$ cat config.mk
export PLATFORM = sky130hd
export DESIGN_NAME = debug_insn_injector
export DESIGN_NICKNAME = d
export VERILOG_FILES = /design/src/rtl/debug_insn_injector_pkg.sv /design/src/rtl/debug_insn_injector_encoder.sv /design/src/rtl/debug_insn_injector.sv
export SDC_FILE = /design/constraint.sdc
export NUM_CORES = 1
export LEC_CHECK = 0
export ABC_AREA = 1
export CAP_MARGIN = 40
export CORE_MARGIN = 2
export CORE_UTILIZATION = 35
export DETAILED_ROUTE_END_ITERATION = 6
export HOLD_SLACK_MARGIN = 0.1
export SYNTH_ARGS = -nofsm -noshare
export SYNTH_HDL_FRONTEND = slang
export SYNTH_SLANG_ARGS = --single-unit
$ cat constraint.sdc
create_clock -name clk -period 2.55 [get_ports clk]
set_input_delay 0.51 -clock clk [delete_from_list [all_inputs] [get_ports clk]]
set_output_delay 0.51 -clock clk [all_outputs]
set_load 0.02 [all_outputs]
$ cat src/rtl/debug_insn_injector_pkg.sv
// Shared types, RV32 encoding constants and field-packing helpers for the debug instruction injector.
package debug_insn_injector_pkg;

    typedef enum logic [1:0] {
        CMD_REG_READ  = 2'd0,
        CMD_REG_WRITE = 2'd1,
        CMD_MEM_READ  = 2'd2,
        CMD_MEM_WRITE = 2'd3
    } dbg_cmd_t;

    typedef enum logic [2:0] {
        ST_IDLE,
        ST_PRELOAD,
        ST_ISSUE,
        ST_WAIT_RET,
        ST_RESP
    } inj_state_t;

    localparam int STEP_W = 3;

    localparam logic [6:0] OPC_LUI    = 7'b0110111;
    localparam logic [6:0] OPC_LOAD   = 7'b0000011;
    localparam logic [6:0] OPC_STORE  = 7'b0100011;
    localparam logic [6:0] OPC_SYSTEM = 7'b1110011;

    localparam logic [2:0] CSRRW_F3 = 3'b001;
    localparam logic [2:0] CSRRS_F3 = 3'b010;
    localparam logic [2:0] LW_F3    = 3'b010;
    localparam logic [2:0] SW_F3    = 3'b010;

    localparam logic [4:0] GPR_X0 = 5'd0;
    localparam logic [4:0] GPR_X8 = 5'd8;
    localparam logic [4:0] GPR_X9 = 5'd9;

    // addi x0,x0,0
    localparam logic [31:0] INSN_NOP = 32'h0000_0013;

    function automatic logic [31:0] enc_csr(input logic [11:0] csr, input logic [4:0] rs1,
                                            input logic [2:0] f3, input logic [4:0] rd);
        return {csr, rs1, f3, rd, OPC_SYSTEM};
    endfunction

    function automatic logic [31:0] enc_lui(input logic [4:0] rd, input logic [19:0] imm20);
        return {imm20, rd, OPC_LUI};
    endfunction

    function automatic logic [31:0] enc_lw(input logic [4:0] rd, input logic [4:0] rs1,
                                           input logic [11:0] imm12);
        return {imm12, rs1, LW_F3, rd, OPC_LOAD};
    endfunction

    function automatic logic [31:0] enc_sw(input logic [4:0] rs2, input logic [4:0] rs1,
                                           input logic [11:0] imm12);
        return {imm12[11:5], rs2, rs1, SW_F3, imm12[4:0], OPC_STORE};
    endfunction

endpackage

$ cat src/rtl/debug_insn_injector_encoder.sv
// Combinational step table: maps (command, step) to the instruction word, the last-step flag
// and where to jump if that step faults.
module debug_insn_encoder import debug_insn_injector_pkg::*; #(
    parameter logic [11:0] SCRATCH0_CSR = 12'h7B2,
    parameter logic [11:0] SCRATCH1_CSR = 12'h7B3
) (
    input  logic [1:0]        cmd_type,
    input  logic [STEP_W-1:0] step,
    input  logic [4:0]        regno,
    input  logic [19:0]       hi,
    input  logic [11:0]       lo,
    output logic [31:0]       insn,
    output logic              last_step,
    output logic [STEP_W-1:0] cleanup_step,
    output logic              cleanup_resp
);

    always_comb begin
        insn         = INSN_NOP;
        last_step    = 1'b0;
        cleanup_step = '0;
        cleanup_resp = 1'b1;
        case (dbg_cmd_t'(cmd_type))
            CMD_REG_READ: begin
                insn      = enc_csr(SCRATCH0_CSR, regno, CSRRW_F3, GPR_X0);
                last_step = 1'b1;
            end
            CMD_REG_WRITE: begin
                insn      = enc_csr(SCRATCH0_CSR, GPR_X0, CSRRS_F3, regno);
                last_step = 1'b1;
            end
            CMD_MEM_READ: begin
                case (step)
                    3'd0:    insn = enc_csr(SCRATCH1_CSR, GPR_X8, CSRRW_F3, GPR_X0);
                    3'd1:    insn = enc_lui(GPR_X8, hi);
                    3'd2:    insn = enc_lw(GPR_X8, GPR_X8, lo);
                    3'd3:    insn = enc_csr(SCRATCH0_CSR, GPR_X8, CSRRW_F3, GPR_X0);
                    default: insn = enc_csr(SCRATCH1_CSR, GPR_X0, CSRRS_F3, GPR_X8);
                endcase
                last_step = (step >= 3'd4);
                // Once x8 has been saved, any fault must still restore it from dscratch1
                if (step == 3'd1 || step == 3'd2 || step == 3'd3) begin
                    cleanup_step = 3'd4;
                    cleanup_resp = 1'b0;
                end
            end
            CMD_MEM_WRITE: begin
                case (step)
                    3'd0:    insn = enc_csr(SCRATCH1_CSR, GPR_X8, CSRRW_F3, GPR_X0);
                    3'd1:    insn = enc_lui(GPR_X8, hi);
                    3'd2:    insn = enc_csr(SCRATCH0_CSR, GPR_X9, CSRRW_F3, GPR_X9);
                    3'd3:    insn = enc_sw(GPR_X9, GPR_X8, lo);
                    3'd4:    insn = enc_csr(SCRATCH0_CSR, GPR_X9, CSRRW_F3, GPR_X9);
                    default: insn = enc_csr(SCRATCH1_CSR, GPR_X0, CSRRS_F3, GPR_X8);
                endcase
                last_step = (step >= 3'd5);
                // x9 only needs swapping back if the swap at step 2 actually committed
                if (step == 3'd1 || step == 3'd2) begin
                    cleanup_step = 3'd5;
                    cleanup_resp = 1'b0;
                end else if (step == 3'd3) begin
                    cleanup_step = 3'd4;
                    cleanup_resp = 1'b0;
                end
            end
            default: ;
        endcase
    end

endmodule

$ cat src/rtl/debug_insn_injector.sv
// Debug instruction injector: sequences abstract debug commands into RV32 instructions fed to a
// halted core one at a time, with data exchanged through the dscratch CSRs.
module debug_insn_injector import debug_insn_injector_pkg::*; #(
    parameter logic [11:0] SCRATCH0_CSR   = 12'h7B2,
    parameter logic [11:0] SCRATCH1_CSR   = 12'h7B3,
    parameter int          TIMEOUT_CYCLES = 1024
) (
    input  logic        clk,
    input  logic        rst_n,
    input  logic        cmd_valid_i,
    output logic        cmd_ready_o,
    input  logic [1:0]  cmd_type_i,
    input  logic [4:0]  cmd_regno_i,
    input  logic [31:0] cmd_addr_i,
    input  logic [31:0] cmd_data_i,
    output logic        insn_valid_o,
    input  logic        insn_ready_i,
    output logic [31:0] insn_o,
    input  logic        insn_retired_i,
    input  logic        insn_exc_i,
    output logic        scratch_we_o,
    output logic [31:0] scratch_wdata_o,
    input  logic [31:0] scratch0_i,
    output logic        rsp_valid_o,
    input  logic        rsp_ready_i,
    output logic [31:0] rsp_data_o,
    output logic        rsp_error_o
);

    localparam int TIMER_W = ($clog2(TIMEOUT_CYCLES) > 0) ? $clog2(TIMEOUT_CYCLES) : 1;
    localparam logic [TIMER_W-1:0] TIMER_LAST = TIMER_W'(TIMEOUT_CYCLES - 1);

    inj_state_t        state;
    dbg_cmd_t          cmd_type_q;
    logic [4:0]        regno_q;
    logic [31:0]       addr_q;
    logic [STEP_W-1:0] step;
    logic [TIMER_W-1:0] timer;
    logic              err;

    logic [19:0]       hi;
    logic [11:0]       lo;
    logic [31:0]       enc_insn;
    logic              last_step;
    logic [STEP_W-1:0] cleanup_step;
    logic              cleanup_resp;
    logic              fault;
    logic              read_cmd;

    // lw/sw sign-extend lo, so hi is pre-incremented when bit 11 is set
    assign hi = addr_q[31:12] + {19'd0, addr_q[11]};
    assign lo = addr_q[11:0];

    assign fault    = insn_exc_i || (timer == TIMER_LAST);
    assign read_cmd = (cmd_type_q == CMD_REG_READ) || (cmd_type_q == CMD_MEM_READ);
    assign insn_o   = insn_valid_o ? enc_insn : INSN_NOP;

    debug_insn_encoder #(
        .SCRATCH0_CSR(SCRATCH0_CSR),
        .SCRATCH1_CSR(SCRATCH1_CSR)
    ) u_encoder (
        .cmd_type     (cmd_type_q),
        .step         (step),
        .regno        (regno_q),
        .hi           (hi),
        .lo           (lo),
        .insn         (enc_insn),
        .last_step    (last_step),
        .cleanup_step (cleanup_step),
        .cleanup_resp (cleanup_resp)
    );

    always_ff @(posedge clk or negedge rst_n) begin
        if (!rst_n) begin
            state           <= ST_IDLE;
            cmd_type_q      <= CMD_REG_READ;
            regno_q         <= '0;
            addr_q          <= '0;
            scratch_wdata_o <= '0;
            step            <= '0;
            timer           <= '0;
            err             <= 1'b0;
            cmd_ready_o     <= 1'b1;
            insn_valid_o    <= 1'b0;
            scratch_we_o    <= 1'b0;
            rsp_valid_o     <= 1'b0;
            rsp_data_o      <= '0;
            rsp_error_o     <= 1'b0;
        end else begin
            case (state)
                ST_IDLE: begin
                    if (cmd_valid_i && cmd_ready_o) begin
                        cmd_type_q      <= dbg_cmd_t'(cmd_type_i);
                        regno_q         <= cmd_regno_i;
                        addr_q          <= cmd_addr_i;
                        scratch_wdata_o <= cmd_data_i;
                        err             <= 1'b0;
                        step            <= '0;
                        cmd_ready_o     <= 1'b0;
                        if (dbg_cmd_t'(cmd_type_i) == CMD_REG_WRITE ||
                            dbg_cmd_t'(cmd_type_i) == CMD_MEM_WRITE) begin
                            scratch_we_o <= 1'b1;
                            state        <= ST_PRELOAD;
                        end else begin
                            insn_valid_o <= 1'b1;
                            state        <= ST_ISSUE;
                        end
                    end
                end
                ST_PRELOAD: begin
                    scratch_we_o <= 1'b0;
                    insn_valid_o <= 1'b1;
                    state        <= ST_ISSUE;
                end
                ST_ISSUE: begin
                    if (insn_ready_i) begin
                        insn_valid_o <= 1'b0;
                        timer        <= '0;
                        state        <= ST_WAIT_RET;
                    end
                end
                ST_WAIT_RET: begin
                    // An exception in the same cycle as retire takes priority
                    if (fault) begin
                        err <= 1'b1;
                        if (cleanup_resp) begin
                            state <= ST_RESP;
                        end else begin
                            step         <= cleanup_step;
                            insn_valid_o <= 1'b1;
                            state        <= ST_ISSUE;
                        end
                    end else if (insn_retired_i) begin
                        if (last_step) begin
                            state <= ST_RESP;
                        end else begin
                            step         <= step + STEP_W'(1);
                            insn_valid_o <= 1'b1;
                            state        <= ST_ISSUE;
                        end
                    end else begin
                        timer <= timer + TIMER_W'(1);
                    end
                end
                ST_RESP: begin
                    // First RESP cycle samples dscratch0 after the final CSR write has landed
                    if (!rsp_valid_o) begin
                        rsp_valid_o <= 1'b1;
                        rsp_error_o <= err;
                        rsp_data_o  <= (read_cmd && !err) ? scratch0_i : 32'd0;
                    end else if (rsp_ready_i) begin
                        rsp_valid_o <= 1'b0;
                        rsp_error_o <= 1'b0;
                        rsp_data_o  <= '0;
                        cmd_ready_o <= 1'b1;
                        state       <= ST_IDLE;
                    end
                end
                default: begin
                    insn_valid_o <= 1'b0;
                    scratch_we_o <= 1'b0;
                    rsp_valid_o  <= 1'b0;
                    cmd_ready_o  <= 1'b1;
                    state        <= ST_IDLE;
                end
            endcase
        end
    end

endmodule

---- Word level (Yosys, flattened, before mapping) ----
Cells that the tools add are included.
word-level totals
  bits in registers ....................... 125
  input port bits ......................... 110
  output and inout port bits .............. 101
  logic and storage cells ................. 134
operators by class
  add/subtract/negate cells ............... 3
  magnitude comparators ................... 2
  equality and inequality tests ........... 27
  mux-type cells .......................... 58
  bitwise gates (word level) .............. 3
  reduce and logical (&&, ||, !) cells .... 27
operators by type and width
  cell                   number
  $pmux 32 s4            3
  $mux 32                4
  $mux 3                 16
  $mux 10                3
  $add 20x1->20          1
  $mux 1                 20
  $pmux 10 s2            1
  $ne 2x2->1 const B     9
  $pmux 3 s5             1
  $eq 3x2->1 const B     4
  $pmux 3 s2             2
  $add 10x1->10 const B  1
  $eq 10x10->1 const B   1
  $reduce_and 5->1       2
  $ne 3x3->1 const B     3
  $pmux 1 s2             4
  $reduce_and 4->1       2
  $reduce_and 7->1       1
  $eq 2x2->1 const B     3
  $eq 3x1->1 const B     2
  $eq 3x3->1 const B     2
  $ge 3x3->1 const B     2
  $logic_not 3->1        2
  $pmux 1 s3             2
  other kinds (16)       29

---- Logic depth before layout (Yosys ltp) ----
Gate-level depths: netlist (run 1).
  depth in word-level cells ............... 8
  depth in mapped cells ................... 13
  mapped depth without buffers ............ 13

---- By module ----
Synthesis (run 1) repeated with hierarchy kept, for this count alone.
second synthesis, totals
  cells, all modules ...................... 962
  area total of the unflattened synthesis .. 6850.3 um^2
modules (own cells, without submodules)
  module               instances  cells an instance  area an instance (um^2)  sequential area each (um^2)
  debug_insn_injector  1          777                6044.5                   3129.3
  debug_insn_encoder   1          185                805.8                    0.0

---- Worst setup path after synthesis (run 1) ----
OpenSTA, ideal clock, no wires.
  kind .................................... reg-to-output
  from .................................... register step[1]
  to ...................................... output port insn_o[14]
  arrival time ............................ 1.839 ns
  data required time ...................... 2.040 ns
  path slack .............................. 0.201 ns
  stages on the path, launching flop included .. 9
  buffers on the path ..................... 0
  path through ............................ dfrtp_1 > inv_1 > ha_1 > inv_1 > nor2_8 > inv_4 > nor2_1 > o21ai_0 > a211oi_1
on the way
  cells in the longest elaborated chain, start to end .. 5
  elaborated cells on any way between the ends .. 10
  classes of those cells .................. eq/ne: 4; mux: 4; reduce/logical: 2
ends and longest elaborated chain
  item                                             RTL line                                                              RTL
  start: declaration                               debug_insn_injector.sv:37                                             logic [STEP_W-1:0] step;
  start signal: assignment                         debug_insn_injector.sv:129                                            step <= cleanup_step;
  start signal: assignment                         debug_insn_injector.sv:137                                            step <= step + STEP_W'(1);
  $eq 3x3->1 / $eq 3x2->1 (equally long branches)  debug_insn_injector_encoder.sv:48, debug_insn_injector_encoder.sv:33
  $reduce_or 2->1 (no line)                        --
  $pmux 32 s4                                      debug_insn_injector_encoder.sv:48                                     case (step)
  $pmux 32 s4 *                                    debug_insn_injector_encoder.sv:23                                     case (dbg_cmd_t'(cmd_type))
  $mux 32 *                                        debug_insn_injector.sv:56                                             assign insn_o = insn_valid_o ? enc_insn : INSN_NOP;
  end: declaration                                 debug_insn_injector.sv:18                                             output logic [31:0] insn_o,
Mark *: on every way between the ends. The rest lies on a longest branch, timed or not.

---- Final worst setup path (run 1) ----
  from .................................... register step[1]
  to ...................................... output port insn_o[12]
Same word-level chain as after synthesis.

==> results of run 1 <==
[placed cells by master, fill, tap and decap left out, types with 23 or more instances in the layout]
master,count
buf_4,103
nand3_1,31
o21ai_0,39
o22ai_1,33
dfrtp_1,119
inv_1,109
nand2_1,279
nor2_1,35
clkdlybuf4s50_1,177
buf_6,23
[final cells by class]
cell class | instances | area (um^2) | share of cell area (%)
Sequential cell | 125 | 3140 | 29.2
Timing Repair Buffer | 311 | 2890 | 26.9
Inverter | 129 | 504 | 4.69
Tap cell | 234 | 293 | 2.72
Clock buffer | 17 | 425 | 3.96
Clock inverter | 15 | 190 | 1.77
Multi-Input combinational cell | 595 | 3310 | 30.8
[metrics by stage]
step / instance area (um^2) / power, mW / instances
after floorplan: 6650 / 2.14 / 880
after global placement: 9490 / 2.41 / 1373
after detailed placement: 9510 / 2.42 / 1374
after CTS: 10400 / 4.98 / 1419
after global routing: 10800 / 5.11 / 1426
final: 10800 / 4.93 / 1426
[where the power goes]
part | leakage (nW) | switching (mW) | internal (mW)
Sequential | 1.53 | 0.0128 | 2.01
Combinational | 3.42 | 0.138 | 0.217
Clock | 0.301 | 1.06 | 1.50
[worst max path at each step]
stage | from | end | slack [ns] | cells after the start
after floorplan | step[1]$_DFFE_PN0P_ | insn_o[14] | 0.20 | 8
after global placement | step[1]$_DFFE_PN0P_ | insn_o[30] | -0.32 | 10
after detailed placement | step[1]$_DFFE_PN0P_ | insn_o[30] | -0.33 | 10
after CTS | step[1]$_DFFE_PN0P_ | insn_o[30] | -0.19 | 10
after global routing | step[1]$_DFFE_PN0P_ | insn_o[12] | -0.31 | 12
final | step[1]$_DFFE_PN0P_ | insn_o[12] | -0.21 | 12
[logic make-up after synthesis]
kind of cell | after synthesis
compound gates | 147
other cells | 2
fa+ha+maj | 8
buf+inv | 160
mux | 1
simple gates | 432
flops | 125
xor+xnor | 4
[repair_timing]
item / CTS / global route
hold endpoints to repair: 34 / 0
pin swaps: 30 / 28
gates resized for setup: 234 / 71
buffers inserted: 12 / 7
gates cloned: 0 / 0
endpoints found under the setup margin: 29 / 27
hold buffers: 1 / 0
[worst max-delay path, cell delays in order (launching register included)]
cell,delay (ns)
dfrtp_2,0.47
inv_4,0.11
ha_4,0.16
inv_2,0.04
o21ai_2,0.17
nor2_2,0.09
nand2_4,0.11
nand2_4,0.06
buf_6,0.12
inv_6,0.06
nand2_2,0.06
a21oi_2,0.21
buf_4,0.18
[layer usage]
layer / up-vias / global-route usage (%) / wire length (um)
met4: 0 / 6.42 / 469
met1: 3159 / 28.7 / 9650
met2: 197 / 36.2 / 10500
met3: 32 / 5.70 / 1240
li1: 3391 / - / -
met5: - / 0 / 0
[flip-flops by register name, indices dropped and copies added, names as in the netlist]
register,cells
addr_q,32
cmd_ready_o,1
cmd_type_q,2
err,1
insn_valid_o,1
regno_q,5
rsp_data_o,32
rsp_error_o,1
rsp_valid_o,1
scratch_wdata_o,32
scratch_we_o,1
state,3
step,3
timer,10
==> out/metrics.yaml, run 1 <==
route:
  routedWlPerCell_um: 15.3
  wl_um: 21900
  num_vias: 6779
  post-route-drc-count: 0
  ant_nets: 0
  vias_per_cell: 4.75
  drt_first_iter_violations: 493
  first_pass_iters: 5
logic_synthesis:
  async_flop_share_pct: 100
  synth-simple-area-share_pct: 28.1
  muxShareOfSynthArea_pct: 0.151
  synth_top_family_by_area: "simple AND/OR/NAND/NOR gates"
  synth_edf_count: 0
  synth.most_common_cell: "nand2_1"
  yosys.area.top_type: "dfrtp_1"
  synth-compound-area-share_pct: 12.5
  syn-instance-count: 879
  yosys_warnings: 0
  synth.area.top_cells: "dfrtp_1 47%, nand2_1 17%, inv_1 6.7%"
  syn_avg_cell_area_um2: 7.56
  synth_top_area_share_pct: 46.7
  synth_common_cells: "294 x nand2_1, 124 x dfrtp_1, 119 x inv_1"
  synth_ff_type: "dfrtp_1"
  synth_xor_area_share_pct: 0.527
  yosysSeqAreaShare_pct: 47.1
  yosys.area_share.adder_pct: 1.51
  yosysUniqueCellTypes: 45
  synth_area_um2: 6640
  ys_seq_elements: 125
worst_hold_path:
  hold_start: "scratch_wdata_o[9]$_DFFE_PN0P_"
  hp-class: "flop to flop"
  holdPathEnd: "scratch_wdata_o[9]$_DFFE_PN0P_"
  holdPathStages: 2
power_and_ir_drop:
  p_per_area_nw_per_um2: 459
  leakage_nw: 5.25
  ir_drop_v: 0.000388
finish:
  fillers: 1697
  area_growth_pct: 61.9
  nets: 1297
  drive_above_1_share_pct: 24.4
  final_util_pct: 57.7
  antenna_cells: 0
clock_network:
  tritoncts: "yes"
  path_clk_slew_ns: 0.07
  htreeDepth: 4
  insertion_delay_ns: 0.42
  clock_sinks: 125
  root_buffer: "clkbuf_16"
  numCtsBuffers: 17
  ctsLongestPathBuffers: 2
place:
  dp_hpwl_um: 15400
  io_buffers: 207
  place_ws_ns: -0.325
  finalWeightedCongestion: 0.910
die:
  coreArea_um2: 18600
  ioPinCount: 211
  dieHeight_um: 142
  dieArea_um2: 20100
  die_w_um: 142
  start_util_pct: 35.6
  rows: 50
worst_setup_path:
  cp.required_ns: 2.04
  r2r_cells: 15
  arrival_ns: 2.25
  cp_max_fo: 4
  rr_startpoint: "step[0]$_DFFE_PN0P_"
  cp-start-kind: "flop"
  critPathKind: "flop to output pin"
  timing.rr.end: "step[1]$_DFFE_PN0P_"
  crit_path_end_kind: "output pin"
  reg2reg_slack_ns: 0.62
timing:
  fmax_ghz: 0.362
  fin_worst_skew_ns: 0.00885
  fin_hold_ws_ns: 0.468
  finalCritPeriodShare_pct: 108
  drv_slew: 0
  hold_viol: 0
  grt_setup_unrepaired: "yes"
  worst_pin_slew_ns: 0.540
  tns_ns: -2.07
  setup_ws_ns: -0.213
  slew-limit-headroom_pct: 64.0
  period_minus_slack_ns: 2.76
  finalSetupViolCount: 22
flow_run:
  cap_violations: 0
global_route:
  grt_max_degree: 92
  grt_first_pass_wirelength_um: 34800
  grt_pass1_vias: 6699
  overflow: 0
  antenna_found_initial: 0
  grt_use_total_pct: 22.0
run_status:
  violations: "setup timing"
  status: "complete, but fails checks"
Note: power is estimated with default switching activity, not from simulation.
==> run 2: changes to the inputs <==
--- a/config.mk
+++ b/config.mk
@@ -6,7 +6,8 @@
 export NUM_CORES = 1
 export LEC_CHECK = 0
 export ABC_AREA = 1
-export CAP_MARGIN = 40
+export CAP_MARGIN = 20
+export CORE_ASPECT_RATIO = 0.9
 export CORE_MARGIN = 2
 export CORE_UTILIZATION = 35
 export DETAILED_ROUTE_END_ITERATION = 6
==> out/metrics.yaml, run 2 (synthesis gave the netlist of run 1 again) <==
run_status:
  status: "complete, but fails checks"
  violations: "setup timing"
worst_setup_path:
  cpLargestDelayFamily: "simple AND/OR/NAND/NOR gates"
  cp_common_cell: "nand2_2"
  cpMaxStageDelayCell: "dfrtp_2"
  critPathKind: "flop to output pin"
  arrival_ns: 2.19  # -0.06 ns
  cp_max_fo: 5  # +1
  slowest_delay_ns: 0.46  # about the same
  critical_path_buf_inv_count: 3  # -2
  path_cells: "inv_4, ha_4, inv_4, o21ai_4, nor2_2, nand2_2, nand2_2, nand2_4, nand2_4, nor2_4, nand2_2, o21ai_2, buf_6"
  crit_path_end_kind: "output pin"
  cp.required_ns: 2.04  # about the same
  cp-start-kind: "flop"
finish:
  drive_above_1_share_pct: 24.8  # +0.34 points
  final_common_cell: "nand2_1"
  design_area_um2: 10700  # about the same
  area_growth_pct: 61.8  # about the same
  nets: 1305  # +0.62%
  largestRegisters: "addr_q: 32 flops, rsp_data_o: 32 flops, scratch_wdata_o: 32 flops"
  fin_cells: 1445  # +1.3%
  antenna_cells: 0  # unchanged
  mostFrequentLayoutCells: "282 x nand2_1, 177 x clkdlybuf4s50_1, 123 x dfrtp_1"
die:
  dieHeight_um: 135  # -5.0%
  start_util_pct: 35.9  # +0.23 points
  ioPinCount: 211  # unchanged
  coreArea_um2: 18500  # -0.64%
  rows: 47  # -6.0%
  die_w_um: 149  # +5.3%
  dieArea_um2: 20100  # about the same
clock_network:
  ctsLongestPathBuffers: 2  # unchanged
  root_buffer: "clkbuf_16"
  insertion_delay_ns: 0.42  # about the same
  path_clk_slew_ns: 0.06  # about the same
  htreeDepth: 4  # unchanged
  numCtsBuffers: 17  # unchanged
  tritoncts: "yes"
  clock_sinks: 125  # unchanged
timing:
  grt_setup_unrepaired: "yes"
  setup_ws_ns: -0.151  # +0.0623 ns
  finalCritPeriodShare_pct: 106  # -2.4 points
  hold_viol: 0  # unchanged
  drv_slew: 0  # unchanged
  period_minus_slack_ns: 2.70  # -0.0623 ns
  fin_hold_ws_ns: 0.470  # +0.00174 ns
  fmax_ghz: 0.370  # +2.3%
  finalSetupViolCount: 21  # -4.5%
  fin_worst_skew_ns: 0.0120  # +0.00317 ns
global_route:
  antenna_found_initial: 0  # unchanged
  grt_first_pass_wirelength_um: 34300  # -1.5%
  grt_pass1_vias: 6535  # -2.4%
  overflow: 0  # unchanged
  grt_max_degree: 42  # -54%
  grt_use_total_pct: 21.8  # -0.17 points
route:
  post-route-drc-count: 0  # unchanged
  first_pass_iters: 5  # unchanged
  ant_nets: 0  # unchanged
  routedWlPerCell_um: 15.1  # -1.6%
  vias_per_cell: 4.69  # -1.3%
  drt_first_iter_violations: 445  # -9.7%
  wl_um: 21800  # -0.28%
  num_vias: 6782  # +0.044%
power_and_ir_drop:
  leakage_nw: 5.22  # -0.55%
  p_per_area_nw_per_um2: 449  # -2.2%
  ir_drop_v: 0.000435  # +12%
place:
  dp.cells: 1395  # +1.5%
  dp_hpwl_um: 16200  # +4.9%
  finalWeightedCongestion: 0.911  # about the same
  placed_area_um2: 9610  # +1.1%
  io_buffers: 207  # unchanged
flow_run:
  cap_violations: 0  # unchanged
worst_hold_path:
  hp-class: "flop to flop"
## run 2: cell types whose count changed in the layout (fill, tap and decap cells not counted), moves of 5 or more
cell and delta:
buf_4 +11, nand2_4 -8, a21oi_2 +7, a21oi_1 -6, nand2_2 +5
## run 2: power breakdown
group	switching, mW	internal [mW]	total [mW]
Sequential	0.0123	2.01	2.02
Clock	0.961	1.48	2.44
Combinational	0.137	0.219	0.356
Total	1.11	3.71	4.82
## run 2: what timing repair did
action                                  4_1_cts  5_1_grt
buffers inserted                             12        6
hold buffers                                  1        0
endpoints found under the setup margin       29       29
pin swaps                                    30       30
endpoints found under the hold margin        23        0
gates resized for setup                     231       56
## run 2: layer usage
layer	up-vias	global-route usage, %	part of all wire, %
li1	3399	-	-
met1	3088	31.4	46
met2	267	31.9	43
met3	28	6.45	9.5
met4	0	6.30	1.5
met5	-	0	0
## run 2: metrics by stage
stage	setup TNS [ns]	power [mW]	setup slack [ns]	util, %
after floorplan	0	2.14	0.201	-
after global placement	-3.87	2.42	-0.237	51.9
after detailed placement	-4.19	2.42	-0.255	51.9
after CTS	-1.28	4.89	-0.152	56.7
after global routing	-3.89	5.01	-0.250	58.0
final	-1.44	4.82	-0.151	58.0
## run 2: layout make-up
class                           instances  area, um^2
Sequential cell                       125        3130
Tap cell                              245         307
Clock buffer                           18         439
Clock inverter                         14         159
Multi-Input combinational cell        595        3240
Timing Repair Buffer                  319        2970
Inverter                              129         505
Fill cell                            1722        7770
## run 2: final timing paths
check,startpoint,end,slack (ns),cells after the start
worst max-delay path,step[1]$_DFFE_PN0P_,insn_o[26],-0.15,13
worst min-delay path,scratch_wdata_o[0]$_DFFE_PN0P_,scratch_wdata_o[0]$_DFFE_PN0P_,0.47,2
worst max register to register,step[0]$_DFFE_PN0P_,insn_valid_o$_DFFE_PN0P_,0.49,14
worst min register to register,scratch_wdata_o[0]$_DFFE_PN0P_,scratch_wdata_o[0]$_DFFE_PN0P_,0.47,2
max in group asynchronous,rst_n,rsp_data_o[14]$_DFFE_PN0P_,1.36,3
min in group asynchronous,rst_n,scratch_wdata_o[12]$_DFFE_PN0P_,0.56,2
## run 2: worst min-delay path, stage by stage, from the launching register on
cell and delay [ns]:
dfrtp_1 0.34, nand2_1 0.05, nand2_1 0.04
==> run 3: changes to the inputs <==
--- a/config.mk
+++ b/config.mk
@@ -5,7 +5,6 @@
 export SDC_FILE = /design/constraint.sdc
 export NUM_CORES = 1
 export LEC_CHECK = 0
-export ABC_AREA = 1
 export CAP_MARGIN = 20
 export CORE_ASPECT_RATIO = 0.9
 export CORE_MARGIN = 2
==> out/metrics.yaml, run 3 <==
run_status:
  status: "complete, but fails checks"
  violations: "setup timing"
clock_network:
  root_buffer: "clkbuf_16"
  clock_sinks: 125  # unchanged
  htreeDepth: 4  # unchanged
  ctsLongestPathBuffers: 2  # unchanged
  insertion_delay_ns: 0.42  # about the same
  numCtsBuffers: 17  # unchanged
  path_clk_slew_ns: 0.07  # about the same
  tritoncts: "yes"
  cts.hold.buffers_added: 0  # -1
logic_synthesis:
  ys_seq_elements: 125  # unchanged
  yosysSeqAreaShare_pct: 50.1  # +3.0 points
  synth_common_cells: "124 x dfrtp_1, 71 x mux2_2, 41 x nand2_1"
  synth_area_um2: 6240  # -6.0%
  synth_ff_type: "dfrtp_1"
  syn-instance-count: 571  # -35%
  synth.most_common_cell: "dfrtp_1"
  yosys_warnings: 0  # unchanged
  syn_avg_cell_area_um2: 10.9  # +45%
  synth_top_area_share_pct: 49.7  # +3.0 points
  synth.area.top_cells: "dfrtp_1 50%, mux2_2 13%, a22o_1 4.8%"
  synth_edf_count: 0  # unchanged
  yosys.area.top_type: "dfrtp_1"
  async_flop_share_pct: 100  # unchanged
  yosysUniqueCellTypes: 61  # +36%
finish:
  nets: 965  # -26%
  antenna_cells: 0  # unchanged
  drive_above_1_share_pct: 30.7  # +5.9 points
  regArea_um2: 3130  # unchanged
  largestRegisters: "addr_q: 32 flops, rsp_data_o: 32 flops, scratch_wdata_o: 32 flops"
  mostFrequentLayoutCells: "177 x clkdlybuf4s50_1, 123 x dfrtp_1, 91 x buf_4"
  fillers: 1525  # -11%
  multi_input_area_um2: 3150  # -2.7%
  area_growth_pct: 58.0
  final_common_cell: "clkdlybuf4s50_1"
global_route:
  grt_pass1_vias: 5906  # -9.6%
  antenna_found_initial: 0  # unchanged
  grt_use_total_pct: 21.4  # -0.44 points
  grt_first_pass_wirelength_um: 30900  # -9.8%
  grt_max_degree: 49  # +17%
  overflow: 0  # unchanged
worst_setup_path:
  path_cells: "ha_2, ha_4, nor2b_2, o32ai_4, nand2_2, o22a_1, o41a_1, buf_6"
  crit_path_end_kind: "output pin"
  cp_max_fo: 5  # unchanged
  cp.required_ns: 2.04  # about the same
  cpMaxStageDelayCell: "dfrtp_2"
  critPathKind: "flop to output pin"
  cpLargestDelayFamily: "compound AO/OA/AOI/OAI gates"
  cp-start-kind: "flop"
  slowest_delay_ns: 0.43  # -0.03 ns
  arrival_ns: 2.38  # +0.19 ns
  critical_path_buf_inv_count: 1  # -2
timing:
  worst_pin_slew_ns: 0.635
  finalSetupViolCount: 26  # +24%
  fmax_ghz: 0.346  # -6.6%
  drv_slew: 0  # unchanged
  fin_worst_skew_ns: 0.00943  # -0.00259 ns
  finalCritPeriodShare_pct: 113  # +7.4 points
  hold_viol: 0  # unchanged
  period_minus_slack_ns: 2.89  # +0.190 ns
  grt_setup_unrepaired: "yes"
  slew-limit-headroom_pct: 57.6
  fin_hold_ws_ns: 0.107  # -0.363 ns
  setup_ws_ns: -0.341  # -0.190 ns
power_and_ir_drop:
  leakage_nw: 4.19  # -20%
  ir_drop_v: 0.000640  # +47%
  p_per_area_nw_per_um2: 1100  # +150%
die:
  dieHeight_um: 131  # -3.0%
  start_util_pct: 35.6  # -0.31 points
  coreArea_um2: 17600  # -5.2%
  dieArea_um2: 18900  # -5.9%
  die_w_um: 145  # -3.0%
  ioPinCount: 211  # unchanged
  rows: 46  # -2.1%
route:
  vias_per_cell: 5.07  # +8.0%
  drt_first_iter_violations: 337  # -24%
  post-route-drc-count: 0  # unchanged
  num_vias: 5577  # -18%
  ant_nets: 0  # unchanged
  routedWlPerCell_um: 17.7  # +17%
  first_pass_iters: 4  # -1
  wl_um: 19400  # -11%
flow_run:
  cap_violations: 0  # unchanged
worst_hold_path:
  hp-class: "input port to async pin"
place:
  dp_hpwl_um: 14500  # -11%
  place_ws_ns: -0.374  # -0.119 ns
  io_buffers: 207  # unchanged
  finalWeightedCongestion: 0.888  # -2.5%
-- run 3: cell count changes in the layout (fill, tap and decap cells not counted), sizes merged, moves of 7 or more --
cell,before,now
xor2,4,12
nor2,62,31
buf,140,111
a22o,0,34
nand2,307,42
xnor2,0,8
nand3,39,26
nor3,7,14
nand4,12,5
mux2,0,71
inv,133,25
o21ai,70,24
nor4,1,8
o22ai,33,5
-- run 3: power breakdown --
group          switching [mW]  internal, mW  leakage, nW
clock                    1.00          1.38        0.279
combinational            2.53          2.61         2.32
sequential              0.646          2.73         1.59
total                    4.18          6.72         4.19
-- run 3: path summary, 6_finish.rpt --
kind	end	slack (ns)	depth (start not counted)	from
worst min register to register	cmd_ready_o$_DFFE_PN1P_	0.50	2	cmd_ready_o$_DFFE_PN1P_
worst max-delay path	insn_o[27]	-0.34	8	step[1]$_DFFE_PN0P_
worst min-delay path	rsp_data_o[30]$_DFFE_PN0P_	0.11	1	rst_n
max in group asynchronous	addr_q[27]$_DFFE_PN0P_	1.58	2	rst_n
worst max register to register	state[1]$_DFFE_PN0P_	0.39	9	step[1]$_DFFE_PN0P_
min in group clk	cmd_ready_o$_DFFE_PN1P_	0.50	2	cmd_ready_o$_DFFE_PN1P_
-- run 3: routing by layer --
metal  share of wire, %  GRT usage [%]
met1                 42           26.9
met5                  0              0
met3                8.6           8.53
met2                 48           34.3
met4                1.5           6.23
-- run 3: cells by family after synthesis --
logic type	after synthesis	synth area share [%]
fa+ha+maj	8	1.60
flops	125	50.1
buf+inv	50	3.51
other cells	2	0.120
simple gates	158	13.5
compound gates	134	15.0
xor+xnor	20	2.81
mux	74	13.3
-- run 3: area by class of cell --
class,count,share of cell area (%)
well taps,240,3.04
inverters,16,0.609
repair buffers,290,26.8
flip-flops and latches,125,31.7
multi-input cells,397,31.9
clock inverters,14,1.51
clock buffers,18,4.35
-- run 3: repair_timing --
action / in CTS / in global routing
hold endpoints to repair: 0 / 0
resized for setup: 174 / 20
pin swaps: 13 / 2
buffers inserted: 1 / 3
endpoints found under the setup margin: 29 / 28
-- run 3: through the flow --
step	std cells	TNS [ns]	power, mW	area, um^2	utilization, %
2_1_floorplan	572	-0.0157	5.86	6260	-
3_3_place_gp	1064	-6.53	8.20	9100	51.9
3_5_place_dp	1064	-7.46	8.31	9100	51.9
4_1_cts	1097	-5.88	10.8	9770	55.6
5_1_grt	1100	-9.18	11.6	9870	56.2
6_report	1100	-5.70	10.9	9870	56.2
